**src/rtl/niosii_system_sysid_checker_watchdog.sv**
```systemverilog
// niosII_system_sysid_watchdog: clearable, enable-gated per-read cycle counter with terminal-count flag.
module niosII_system_sysid_watchdog #(
    parameter int unsigned LIMIT = 1024
) (
    input  logic clock,
    input  logic reset_n,
    input  logic clr,
    input  logic en,
    output logic tc
);
    localparam int unsigned W = $clog2(LIMIT + 1);
    localparam logic [W-1:0] LAST = W'(LIMIT - 1);
    logic [W-1:0] count;
    always_ff @(posedge clock or negedge reset_n)
        if (!reset_n) count <= '0;
        else if (clr) count <= '0;
        else if (en) count <= count + 1'b1;
    // Fires on the cycle whose increment makes the count reach LIMIT.
    assign tc = en & (count == LAST);
endmodule

```
**config.mk**
```make
export PLATFORM = sky130hd
export DESIGN_NAME = niosII_system_sysid_watchdog
export DESIGN_NICKNAME = d
export VERILOG_FILES = /design/src/rtl/niosii_system_sysid_checker_watchdog.sv
export SDC_FILE = /design/constraint.sdc
export NUM_CORES = 1
export LEC_CHECK = 0
export CORE_AREA = 2 2 39 41
export DETAILED_ROUTE_END_ITERATION = 8
export DIE_AREA = 0 0 41 43
export SLEW_MARGIN = 20
export SYNTH_ARGS = -nofsm -noshare
export SYNTH_HDL_FRONTEND = slang
export SYNTH_SLANG_ARGS = --single-unit
```
**constraint.sdc**
```tcl
create_clock -name clock -period 1.39 [get_ports clock]
set_clock_uncertainty 0.1 [all_clocks]
set_input_delay 0.139 -clock clock [delete_from_list [all_inputs] [get_ports clock]]
set_output_delay 0.139 -clock clock [all_outputs]
set_load 0.1 [all_outputs]
```
* After elaboration in Yosys (flattened, before gate mapping)
Index checks and enable logic that the tools add are counted.
W data, S select, Z words.
** Word-level totals
- Word-level logic and storage cells :: 7
- Output and inout bits :: 1
- Bits in registers :: 11
- Bits of input ports :: 4
** Cells by class
- Eq/ne operators :: 1
- Reductions and logical operators :: 1
- Add/subtract/negate cells :: 1
- Bitwise logic cells :: 1
- Multiplexer cells :: 2
** Operators by type and width (count)
- $mux W11 :: 2
- $add A11 B1 Y11 const B :: 1
- $eq A11 B10 Y1 const B :: 1
- $reduce_bool A2 Y1 :: 1
- $and A1 B1 Y1 :: 1

* Longest topological paths before layout
- Depth in word-level cells :: 3
- Depth in mapped cells :: 4
- Depth with buffers taken out :: 4

* Worst setup path after synthesis
Ideal clock, no wire load.
- Kind :: flip-flop to output port
- Start point :: register count[0]
- End point :: output tc
- Slack :: -2.390 ns
- Data required time :: 1.151 ns
- Arrival :: 3.541 ns
- Cell stages (with the launch flop) :: 4
- Cell sequence :: dfrtp_1 ha_1 nand4_1 nor4_1
** On the way
- Longest elaborated chain between the ends :: 2
** RTL lines
- from (decl) :: RTL line 13 : logic [W-1:0] count;
- from (signal assigned) :: RTL line 17 : else if (en) count <= count + 1'b1;
- $eq A11 B10 Y1 :: RTL line 19 : assign tc = en & (count == LAST);
- $and A1 B1 Y1 :: RTL line 19
- to (decl) :: RTL line 9 : output logic tc
No other way between the ends.

* Worst setup path after layout
Ends and elaborated chain as after synthesis.

==> out/metrics.yaml <==
synth_top_family_by_area: "simple AND/OR/NAND/NOR gates"
worstSetupPathType: "reg2out"
post-route-period-util_pct: 121.0
hp-class: "in2async"
arrival_ns: 1.44
cts_tree: "built"
finalHoldViolations: 0
cts-root-buf: "clkbuf_4"
cts_made_buffers: 3
hpwlAfterDp_um: 887.2
max_freq_mhz: 594.6
clock_latency_ns: 0.27
tightest_slew_ns: 0.4049
synth_cell_types: 23
synth_compound_area_share_pct: 14.19
ir_drop_mv: 0.4640
std_cell_rows: 14
grt_max_degree: 12
grt_pass1_wl_um: 2063
layout.nets: 87
drive_above_1_share_pct: 46.91
synthesis.nets: 61
ff2ff_path_depth: 6
core-area_sq_um: 1384
rsz0062_at_grt: "true"
place_ws_ns: -0.3096
area_growth_pct: 54.77
cpPeakStageDelay_ns: 0.39
timing.rr.start: "count[0]"
grt_antenna_before_repair: 0
clk_pin_slew_ns: 0.08
ant_nets: 0
grt_overflow_total: 0
min_period_ns: 1.682
start_kind: "flop"
use_met3_pct: 6.283
globalRouteTotalUtil_pct: 17.53
power_density_nw_per_um2: 713.4
met2_usage_pct: 28.13
grt_pass1_vias: 503
largestRegisters: "count x11"
initial_utilization_pct: 40.78
fp.dieH_um: 43
maxCapViolCount: 0
io-pin-count: 5
outcome: "finished, violations left"
drt_iter0_drc: 8
p_leak_nw: 0.3480
yosysWarnings: 0
synth_xor_area_share_pct: 6.208
synth-seq-cells: 11
drt_wl_total_um: 1390
crit_fanout: 3
gp_congestion: 0.7451
rrSetupSlack_ns: -0.19
clockBufferDepth: 2
cp-end-kind: "primary output"
slew_viol_final: 0
antenna_cells: 0
synth_area_sq_um: 564.3
place_area_sq_um: 738.2
die_area_sq_um: 1763
use_met1_pct: 20.61
hold_buffers: 0
drc: 0
path_cells: "ha_4, nand4_1, nor4_4, buf_12"
setup_ws_ns: -0.2917
largest_reg_flops: 11
wl_per_cell_um: 14.33
postLayoutCellArea_sq_um: 873.3
busiest_layer: "met2"
synthMuxAreaShare_pct: 3.769
top_register: "count"
via_count: 520
max_slew_margin_pct: 72.89
io_buffers: 4
critPathRequiredTime_ns: 1.15
synth-seq-area-share_pct: 48.78
dr.pass1.iters: 3
synth_fa_ha_area_share_pct: 2.217
synth-simple-area-share_pct: 21.51
r2r_end: "count[10]"
setup_viol: 8
die_w_um: 41
clock_sinks: 11
synthCells: 56
synth.avg_cell_area_sq_um: 10.08
violations: "setup timing"
h-tree-depth: 1
crit_path_top_delay_cell: "dfrtp_1"
vias_per_cell: 5.361
-- worst max-delay path, delay by kind of cell (launching register included) --
family,cells,cell delay [ns]
simple gates,2,0.43
buf+inv,1,0.21
flops,1,0.39
fa+ha+maj,1,0.15
-- cells by family after synthesis --
group	Yosys count
xor+xnor	4
mux	2
simple gates	22
buf+inv	4
compound gates	12
fa+ha+maj	1
flops	11
-- synthesized netlist by cell type --
cell	instances	area (sq um)
o21ai_0	2	10.01
nor4_1	2	12.51
nor2b_1	1	6.260
ha_1	1	12.51
nand4_1	3	18.77
o31ai_1	3	22.52
inv_1	2	7.510
nand3_2	1	10.01
xnor2_1	2	17.52
mux2_2	1	11.26
clkbuf_1	1	3.750
mux2i_1	1	10.01
or4_1	3	22.52
o211ai_1	1	7.510
o2111ai_2	1	15.01
dfrtp_1	11	275.3
a21oi_1	5	25.02
nor2_1	6	22.52
nand3_1	1	5.000
buf_4	1	7.510
nand2_1	3	11.26
xor2_1	2	17.52
or3_1	2	12.51
-- cells in the final DEF, fill, tap and decap left out, types with 2 or more instances in the layout --
master           count
or4_4                2
dfrtp_2              2
or3_1                2
a21oi_2              3
xnor2_1              2
nand2_2              2
inv_1                2
buf_6                2
xor2_1               2
a21oi_1              2
nand4_1              3
o31ai_1              3
clkbuf_4             3
o21ai_0              2
nor2_1               6
buf_4               17
clkdlybuf4s50_1      2
dfrtp_1              9
-- repair_timing --
| item | CTS | global route |
|---|---|---|
| setup buffers | 2 | 4 |
| resized for setup | 4 | 11 |
| endpoints found under the setup margin | 7 | 7 |
| pin swaps | 3 | 4 |
-- worst max path at each step --
stage                   from  endpoint  slack, ns  cells after the start
global placement         clr  count[9]      -0.29                      4
finish              count[0]        tc      -0.29                      4
floorplan           count[0]        tc      -0.60                      3
global route        count[0]        tc      -0.36                      4
detailed placement       clr  count[9]      -0.31                      4
CTS                 count[0]        tc      -0.31                      4
-- per-stage QoR --
stage               TNS (ns)  utilization, %  total power, mW  cells  hold WS, ns
CTS                  -0.8201           57.96           0.6214     93      0.06883
global placement      -1.519           53.35           0.3987     87       0.3516
floorplan            -0.6980               -           0.3612     56      -0.2566
global route          -1.475           63.11           0.6514     97      0.09226
detailed placement    -1.642           53.35           0.3993     87       0.3517
finish               -0.9254           63.11           0.6231     97      0.06218
-- report_power, final --
group,internal (mW),switching (mW)
sequential,0.326,0.00633
combinational,0.0379,0.0364
clock,0.111,0.106
-- final cells by class --
class / count / area (sq um)
fill: 126 / 510.5
multi-input combinational: 41 / 339.1
sequential: 11 / 277.8
timing repair buffer: 23 / 202.7
clock buffer: 4 / 26.28
tap: 16 / 20.02
inverter: 2 / 7.507
-- per-layer routing --
metal / up-vias / wire length [um]
met2: 6 / 720
met1: 258 / 615
met4: 0 / 15
li1: 254 / -
met5: - / 0
met3: 2 / 38
Power figures use the tool's default switching activity.
